File: src/rtl/mc_controller_pkg.sv
// Shared constants for the multicycle MIPS-subset controller: state encodings,
// opcodes, funct codes, alu_ctrl codes and the internal alu_op classes.
package mc_controller_pkg;

  typedef enum logic [3:0] {
    S_FETCH   = 4'd0,
    S_DECODE  = 4'd1,
    S_MEMADR  = 4'd2,
    S_MEMRD   = 4'd3,
    S_MEMWB   = 4'd4,
    S_MEMWR   = 4'd5,
    S_RTYPEEX = 4'd6,
    S_RTYPEWB = 4'd7,
    S_BEQEX   = 4'd8,
    S_ADDIEX  = 4'd9,
    S_ADDIWB  = 4'd10,
    S_JEX     = 4'd11,
    S_BNEEX   = 4'd12
  } state_t;

  localparam logic [5:0] OP_RTYPE = 6'b000000;
  localparam logic [5:0] OP_LW    = 6'b100011;
  localparam logic [5:0] OP_SW    = 6'b101011;
  localparam logic [5:0] OP_BEQ   = 6'b000100;
  localparam logic [5:0] OP_ADDI  = 6'b001000;
  localparam logic [5:0] OP_J     = 6'b000010;
  localparam logic [5:0] OP_BNE   = 6'b000101;

  localparam logic [5:0] FN_ADD = 6'b100000;
  localparam logic [5:0] FN_SUB = 6'b100010;
  localparam logic [5:0] FN_AND = 6'b100100;
  localparam logic [5:0] FN_OR  = 6'b100101;
  localparam logic [5:0] FN_SLT = 6'b101010;

  localparam logic [2:0] ALU_ADD = 3'b010;
  localparam logic [2:0] ALU_SUB = 3'b110;
  localparam logic [2:0] ALU_AND = 3'b000;
  localparam logic [2:0] ALU_OR  = 3'b001;
  localparam logic [2:0] ALU_SLT = 3'b111;

  // alu_op classes: 1x means "look at funct"
  localparam logic [1:0] AOP_ADD   = 2'b00;
  localparam logic [1:0] AOP_SUB   = 2'b01;
  localparam logic [1:0] AOP_FUNCT = 2'b10;

endpackage

File: src/rtl/mc_controller_if.sv
// Controller <-> datapath bundle. master = controller side, slave = datapath side.
interface mc_controller_if;
  logic [5:0] op;
  logic [5:0] funct;
  logic       zero;
  logic       pc_en;
  logic       i_or_d;
  logic       mem_write;
  logic       ir_write;
  logic       reg_dst;
  logic       mem_to_reg;
  logic       reg_write;
  logic       alu_src_a;
  logic [1:0] alu_src_b;
  logic [1:0] pc_src;
  logic [2:0] alu_ctrl;
  logic [3:0] state_o;

  modport master (
    input  op, funct, zero,
    output pc_en, i_or_d, mem_write, ir_write, reg_dst, mem_to_reg, reg_write,
           alu_src_a, alu_src_b, pc_src, alu_ctrl, state_o
  );

  modport slave (
    output op, funct, zero,
    input  pc_en, i_or_d, mem_write, ir_write, reg_dst, mem_to_reg, reg_write,
           alu_src_a, alu_src_b, pc_src, alu_ctrl, state_o
  );
endinterface

File: src/rtl/mc_alu_decoder.sv
// Combinational ALU function decode: (alu_op, funct) -> 3-bit alu_ctrl.
module mc_alu_decoder
  import mc_controller_pkg::*;
(
  input  logic [1:0] alu_op,
  input  logic [5:0] funct,
  output logic [2:0] alu_ctrl
);

  always_comb begin
    alu_ctrl = ALU_ADD;
    if (alu_op[1]) begin
      // unknown funct falls back to add; the writeback still happens
      case (funct)
        FN_ADD:  alu_ctrl = ALU_ADD;
        FN_SUB:  alu_ctrl = ALU_SUB;
        FN_AND:  alu_ctrl = ALU_AND;
        FN_OR:   alu_ctrl = ALU_OR;
        FN_SLT:  alu_ctrl = ALU_SLT;
        default: alu_ctrl = ALU_ADD;
      endcase
    end else if (alu_op[0]) begin
      alu_ctrl = ALU_SUB;
    end
  end

endmodule

File: src/rtl/mc_controller.sv
// Multicycle MIPS-subset control FSM (Moore) driving datapath selects/enables.
// Optional bne support is enabled by defining MC_BNE_EN.
module mc_controller
  import mc_controller_pkg::*;
(
  input  logic           clk,
  input  logic           reset,
  mc_controller_if.master bus
);

  state_t     state, state_next;
  logic [1:0] alu_op;
  logic       pc_write, branch, branch_ne;
  logic       ir_write_s, mem_write_s, reg_write_s;

  always_ff @(posedge clk or posedge reset) begin
    if (reset) state <= S_FETCH;
    else       state <= state_next;
  end

  always_comb begin
    state_next = S_FETCH;
    case (state)
      S_FETCH:  state_next = S_DECODE;
      S_DECODE: begin
        case (bus.op)
          OP_LW, OP_SW: state_next = S_MEMADR;
          OP_RTYPE:     state_next = S_RTYPEEX;
          OP_BEQ:       state_next = S_BEQEX;
          OP_ADDI:      state_next = S_ADDIEX;
          OP_J:         state_next = S_JEX;
`ifdef MC_BNE_EN
          OP_BNE:       state_next = S_BNEEX;
`endif
          default:      state_next = S_FETCH;
        endcase
      end
      S_MEMADR:  state_next = (bus.op == OP_SW) ? S_MEMWR : S_MEMRD;
      S_MEMRD:   state_next = S_MEMWB;
      S_RTYPEEX: state_next = S_RTYPEWB;
      S_ADDIEX:  state_next = S_ADDIWB;
      default:   state_next = S_FETCH;
    endcase
  end

  always_comb begin
    pc_write       = 1'b0;
    branch         = 1'b0;
    branch_ne      = 1'b0;
    ir_write_s     = 1'b0;
    mem_write_s    = 1'b0;
    reg_write_s    = 1'b0;
    bus.i_or_d     = 1'b0;
    bus.reg_dst    = 1'b0;
    bus.mem_to_reg = 1'b0;
    bus.alu_src_a  = 1'b0;
    bus.alu_src_b  = 2'b00;
    bus.pc_src     = 2'b00;
    alu_op         = AOP_ADD;
    case (state)
      S_FETCH: begin
        ir_write_s    = 1'b1;
        pc_write      = 1'b1;
        bus.alu_src_b = 2'b01;
      end
      // PC + (imm<<2): branch target parked in ALU out
      S_DECODE: bus.alu_src_b = 2'b11;
      S_MEMADR, S_ADDIEX: begin
        bus.alu_src_a = 1'b1;
        bus.alu_src_b = 2'b10;
      end
      S_MEMRD: bus.i_or_d = 1'b1;
      S_MEMWR: begin
        bus.i_or_d  = 1'b1;
        mem_write_s = 1'b1;
      end
      S_MEMWB: begin
        reg_write_s    = 1'b1;
        bus.mem_to_reg = 1'b1;
      end
      S_RTYPEEX: begin
        bus.alu_src_a = 1'b1;
        alu_op        = AOP_FUNCT;
      end
      S_RTYPEWB: begin
        bus.reg_dst = 1'b1;
        reg_write_s = 1'b1;
      end
      S_ADDIWB: reg_write_s = 1'b1;
      S_BEQEX: begin
        bus.alu_src_a = 1'b1;
        alu_op        = AOP_SUB;
        bus.pc_src    = 2'b01;
        branch        = 1'b1;
      end
`ifdef MC_BNE_EN
      S_BNEEX: begin
        bus.alu_src_a = 1'b1;
        alu_op        = AOP_SUB;
        bus.pc_src    = 2'b01;
        branch_ne     = 1'b1;
      end
`endif
      S_JEX: begin
        bus.pc_src = 2'b10;
        pc_write   = 1'b1;
      end
      default: ;
    endcase
  end

  // Enables are gated by reset so nothing is written while it is held.
  assign bus.pc_en     = (pc_write | (branch & bus.zero) | (branch_ne & ~bus.zero)) & ~reset;
  assign bus.ir_write  = ir_write_s  & ~reset;
  assign bus.mem_write = mem_write_s & ~reset;
  assign bus.reg_write = reg_write_s & ~reset;
  assign bus.state_o   = state;

  mc_alu_decoder u_alu_dec (
    .alu_op   (alu_op),
    .funct    (bus.funct),
    .alu_ctrl (bus.alu_ctrl)
  );

endmodule

File: src/flat_wrapper.sv
// flat-port wrapper written by rule: the top's interface ports become plain ports
module mc_controller_flat import mc_controller_pkg::*;
  (clk, reset, bus_op, bus_funct, bus_zero, bus_pc_en, bus_i_or_d, bus_mem_write, bus_ir_write, bus_reg_dst, bus_mem_to_reg, bus_reg_write, bus_alu_src_a, bus_alu_src_b, bus_pc_src, bus_alu_ctrl, bus_state_o);
  mc_controller_if bus_i ();
  input  logic clk;
  input  logic reset;
  input wire logic [$bits(bus_i.op)-1:0] bus_op;
  input wire logic [$bits(bus_i.funct)-1:0] bus_funct;
  input wire logic [$bits(bus_i.zero)-1:0] bus_zero;
  output wire logic [$bits(bus_i.pc_en)-1:0] bus_pc_en;
  output wire logic [$bits(bus_i.i_or_d)-1:0] bus_i_or_d;
  output wire logic [$bits(bus_i.mem_write)-1:0] bus_mem_write;
  output wire logic [$bits(bus_i.ir_write)-1:0] bus_ir_write;
  output wire logic [$bits(bus_i.reg_dst)-1:0] bus_reg_dst;
  output wire logic [$bits(bus_i.mem_to_reg)-1:0] bus_mem_to_reg;
  output wire logic [$bits(bus_i.reg_write)-1:0] bus_reg_write;
  output wire logic [$bits(bus_i.alu_src_a)-1:0] bus_alu_src_a;
  output wire logic [$bits(bus_i.alu_src_b)-1:0] bus_alu_src_b;
  output wire logic [$bits(bus_i.pc_src)-1:0] bus_pc_src;
  output wire logic [$bits(bus_i.alu_ctrl)-1:0] bus_alu_ctrl;
  output wire logic [$bits(bus_i.state_o)-1:0] bus_state_o;
  assign bus_i.op = bus_op;
  assign bus_i.funct = bus_funct;
  assign bus_i.zero = bus_zero;
  assign bus_pc_en = bus_i.pc_en;
  assign bus_i_or_d = bus_i.i_or_d;
  assign bus_mem_write = bus_i.mem_write;
  assign bus_ir_write = bus_i.ir_write;
  assign bus_reg_dst = bus_i.reg_dst;
  assign bus_mem_to_reg = bus_i.mem_to_reg;
  assign bus_reg_write = bus_i.reg_write;
  assign bus_alu_src_a = bus_i.alu_src_a;
  assign bus_alu_src_b = bus_i.alu_src_b;
  assign bus_pc_src = bus_i.pc_src;
  assign bus_alu_ctrl = bus_i.alu_ctrl;
  assign bus_state_o = bus_i.state_o;
  mc_controller u_core (.clk(clk), .reset(reset), .bus(bus_i));
endmodule
File: config.mk
export PLATFORM = sky130hd
export DESIGN_NAME = mc_controller_flat
export DESIGN_NICKNAME = d
export VERILOG_FILES = /design/src/rtl/mc_controller_pkg.sv /design/src/rtl/mc_controller_if.sv /design/src/rtl/mc_alu_decoder.sv /design/src/rtl/mc_controller.sv /design/src/flat_wrapper.sv
export SDC_FILE = /design/constraint.sdc
export NUM_CORES = 1
export LEC_CHECK = 0
export CAP_MARGIN = 20
export CORE_MARGIN = 2
export CORE_UTILIZATION = 33
export DETAILED_ROUTE_END_ITERATION = 16
export PLACE_DENSITY = 0.85
export SYNTH_ARGS = -nofsm -noshare
export SYNTH_HDL_FRONTEND = slang
export SYNTH_SLANG_ARGS = --single-unit
File: constraint.sdc
create_clock -name clk -period 1.8 [get_ports clk]
set_clock_uncertainty 0.05 [all_clocks]
set_input_delay 0.18 -clock clk [delete_from_list [all_inputs] [get_ports clk]]
set_output_delay 0.18 -clock clk [all_outputs]
set_load 0.05 [all_outputs]
==> results.sh <==
export IMPL_outcome="finished with violations"
export IMPL_violations="negative setup slack"
export IMPL_worstSkewPairLatency_ns=0.27
export IMPL_post_drt_wl_per_cell_um=18.8
export IMPL_finalSetupViolations=1
export IMPL_fin_crit_sh_pct=107
export IMPL_reg2reg_from="u_core.bus.state_o[0]$_DFF_PP0_"
export IMPL_dieArea_mm2=0.00178
export IMPL_start_util_pct=36.1
export IMPL_clk_path_buf_depth=2
export IMPL_place_ws_ns=-0.0608
export IMPL_finalInstanceArea_mm2=0.00122
export IMPL_antenna_left=0
export IMPL_layout_drive_gt1_share_pct=56.8
export IMPL_leakage_uw=0.000478
export IMPL_hp_class="in -> async"
export IMPL_setup_slack_ns=-0.125
export IMPL_die_x_um=42.2
export IMPL_drv_cap=0
export IMPL_dieHeight_um=42.2
export IMPL_critPathKind="reg -> out"
export IMPL_syn_nets=81
export IMPL_ys_ff_latch=4
export IMPL_areaGrowthSynthToFinish_pct=154
export IMPL_dpl_cell_area_mm2=0.00111
export IMPL_synthFlopType="dfrtp_1"
export IMPL_ys_types=31
export IMPL_worstPathRequired_ns=1.57
export IMPL_antenna_found_initial=0
export IMPL_antennaDiodeCount=0
export IMPL_first_pass_iters=4
export IMPL_ir_drop_v=0.00119
export IMPL_largest_register_ffs=4
export IMPL_synth_area_top_cells="dfrtp_1 21%, nor2_1 5.5%, xor2_1 5.5%"
export IMPL_grt_pass1_vias=791
export IMPL_critPathArrivalTime_ns=1.70
export IMPL_utilization_pct=91.7
export IMPL_grt_pass1_wl_um=3760
export IMPL_grt_ovfl_total=0
export IMPL_cts_tree="yes"
export IMPL_root_buffer="clkbuf_4"
export IMPL_hold_viol=0
export IMPL_drcViolationCount=0
export IMPL_finalPower_uw=1620
export IMPL_core_area_mm2=0.00133
export IMPL_viasPerCell=6.03
export IMPL_grt_max_degree=14
export IMPL_io_pins=34
export IMPL_critical_path_top_delay_family="simple AND/OR/NAND/NOR gates"
export IMPL_yosysMostFrequentCell="nor2_1"
export IMPL_core_rowCount=13
export IMPL_clock_fmax_ghz=0.519
export IMPL_fin_crit_ns=1.93
export IMPL_syn_inst=66
export IMPL_cts_sinks=4
export IMPL_yosysTopAreaCellShare_pct=20.8
export IMPL_wl_um=2370
export IMPL_maxSlewViolCount=0
export IMPL_max_slew_margin_pct=74.5
export IMPL_cp_startpoint="u_core.bus.state_o[3]$_DFF_PP0_"
export IMPL_crit_slowest_cell="or4b_4"
export IMPL_grt_use_total_pct=28.3
export IMPL_p_per_area_mw_per_mm2=1330
export IMPL_crit_buf_inv=1
export IMPL_crit_path_end_kind="primary output"
export IMPL_fin_nets=128
export IMPL_dp_final_hpwl_um=1520
export IMPL_drtIter0Drc=15
export IMPL_routabilityCongestion=0.845
export IMPL_portBuffers=33
export IMPL_ys_seq_area_share_pct=20.8
export IMPL_cts_buffers=3
export IMPL_yosys_area_top_type="dfrtp_1"
export IMPL_synth_common_cells="7 x nor2_1, 5 x nor3_1, 4 x dfrtp_1, 4 x nand2_1, 4 x nand3_1"
export IMPL_nFillCells=57
export IMPL_worst_slew_pin_slew_ns=0.380
export IMPL_cp_max_fo=3
export IMPL_synthesis_area_um2=482
export IMPL_cts_clk_slew_worst_paths_ns=0.06
export IMPL_cp_start_kind="register"
export IMPL_cts_hold_buf=0
export IMPL_route_vias_total=760
export IMPL_yosysWarnings=0
export IMPL_syn_avg_cell_area_um2=7.30
export IMPL_synth_edff_count=0
export IMPL_rsz0062_at_grt="true"
export IMPL_synthArstFlopShare_pct=100
export IMPL_h_tree_depth=1
export IMPL_cp_cell_sequence="and4bb_1, nand2_1, or4b_4, buf_8"
export IMPL_max_stage_delay_ns=0.50
cells in the final DEF (no fill, tap or decap), types with 3 or more instances in the layout:
cell | Yosys | routed
nand3_1 | 4 | 4
nor2_1 | 7 | 3
buf_12 | 0 | 14
nor3_4 | 0 | 3
nand2_1 | 4 | 4
nor2_2 | 0 | 3
clkbuf_4 | 0 | 3
clkdlybuf4s50_1 | 0 | 14
buf_4 | 0 | 16
dfrtp_2 | 0 | 4
xor2_1 | 3 | 3
cells by family (layout without fill, tap and decap cells):
kind of cell           Yosys count  count (layout)  synth area share [%]
AND/OR/NAND/NOR                 39              39                  48.8
AO/OA/AOI/OAI                   13              13                  18.7
buffers and inverters            7              52                  6.23
flip-flops                       4               4                  20.8
XOR/XNOR                         3               3                  5.46
repair_timing:
action	4_1_cts	5_1_grt
endpoints found under the setup margin	4	10
gates resized for setup	9	9
setup buffers	2	2
pin swaps	6	9
power breakdown:
| group | internal (uW) | total [uW] | switching (uW) | leakage [uW] |
|---|---|---|---|---|
| clock | 76.0 | 134 | 58.3 | 0.0000138 |
| sequential | 121 | 153 | 31.8 | 0.0000472 |
| combinational | 560 | 1330 | 774 | 0.000417 |
final timing paths:
kind / endpoint / slack (ns) / cells past startpoint
min in group clk: u_core.bus.state_o[3]$_DFF_PP0_ / 0.56 / 3
worst min-delay path: u_core.bus.state_o[1]$_DFF_PP0_ / 0.35 / 2
worst max register to register: u_core.bus.state_o[2]$_DFF_PP0_ / 0.26 / 4
worst max-delay path: bus_alu_ctrl[1] / -0.13 / 4
worst min register to register: u_core.bus.state_o[0]$_DFF_PP0_ / 0.66 / 2
max in group asynchronous: u_core.bus.state_o[0]$_DFF_PP0_ / 1.13 / 2
per-stage QoR:
step	hold WS [ns]	instances	TNS [ns]
6_report	0.350	126	-0.125
5_1_grt	0.376	126	-0.202
4_1_cts	0.285	125	-0.139
3_5_place_dp	0.563	120	-0.0608
3_3_place_gp	0.552	120	-0.0238
2_1_floorplan	-0.0877	66	-0.245
area by class of cell:
class / count / area (um2) / area share [%]
inverter: 3 / 13.8 / 1.13
multi-input combinational: 55 / 495 / 40.5
tap: 15 / 18.8 / 1.54
clock buffer: 3 / 22.5 / 1.84
timing repair buffer: 46 / 567 / 46.4
sequential: 4 / 105 / 8.60
metal layers:
metal	wire [um]	vias up	GRT usage, %
li1	-	342	-
met1	899	354	29.6
met2	1240	55	53.2
met3	160	9	6.03
met4	74	0	11.9
met5	0	-	0
(Power assumes the default switching activity.)
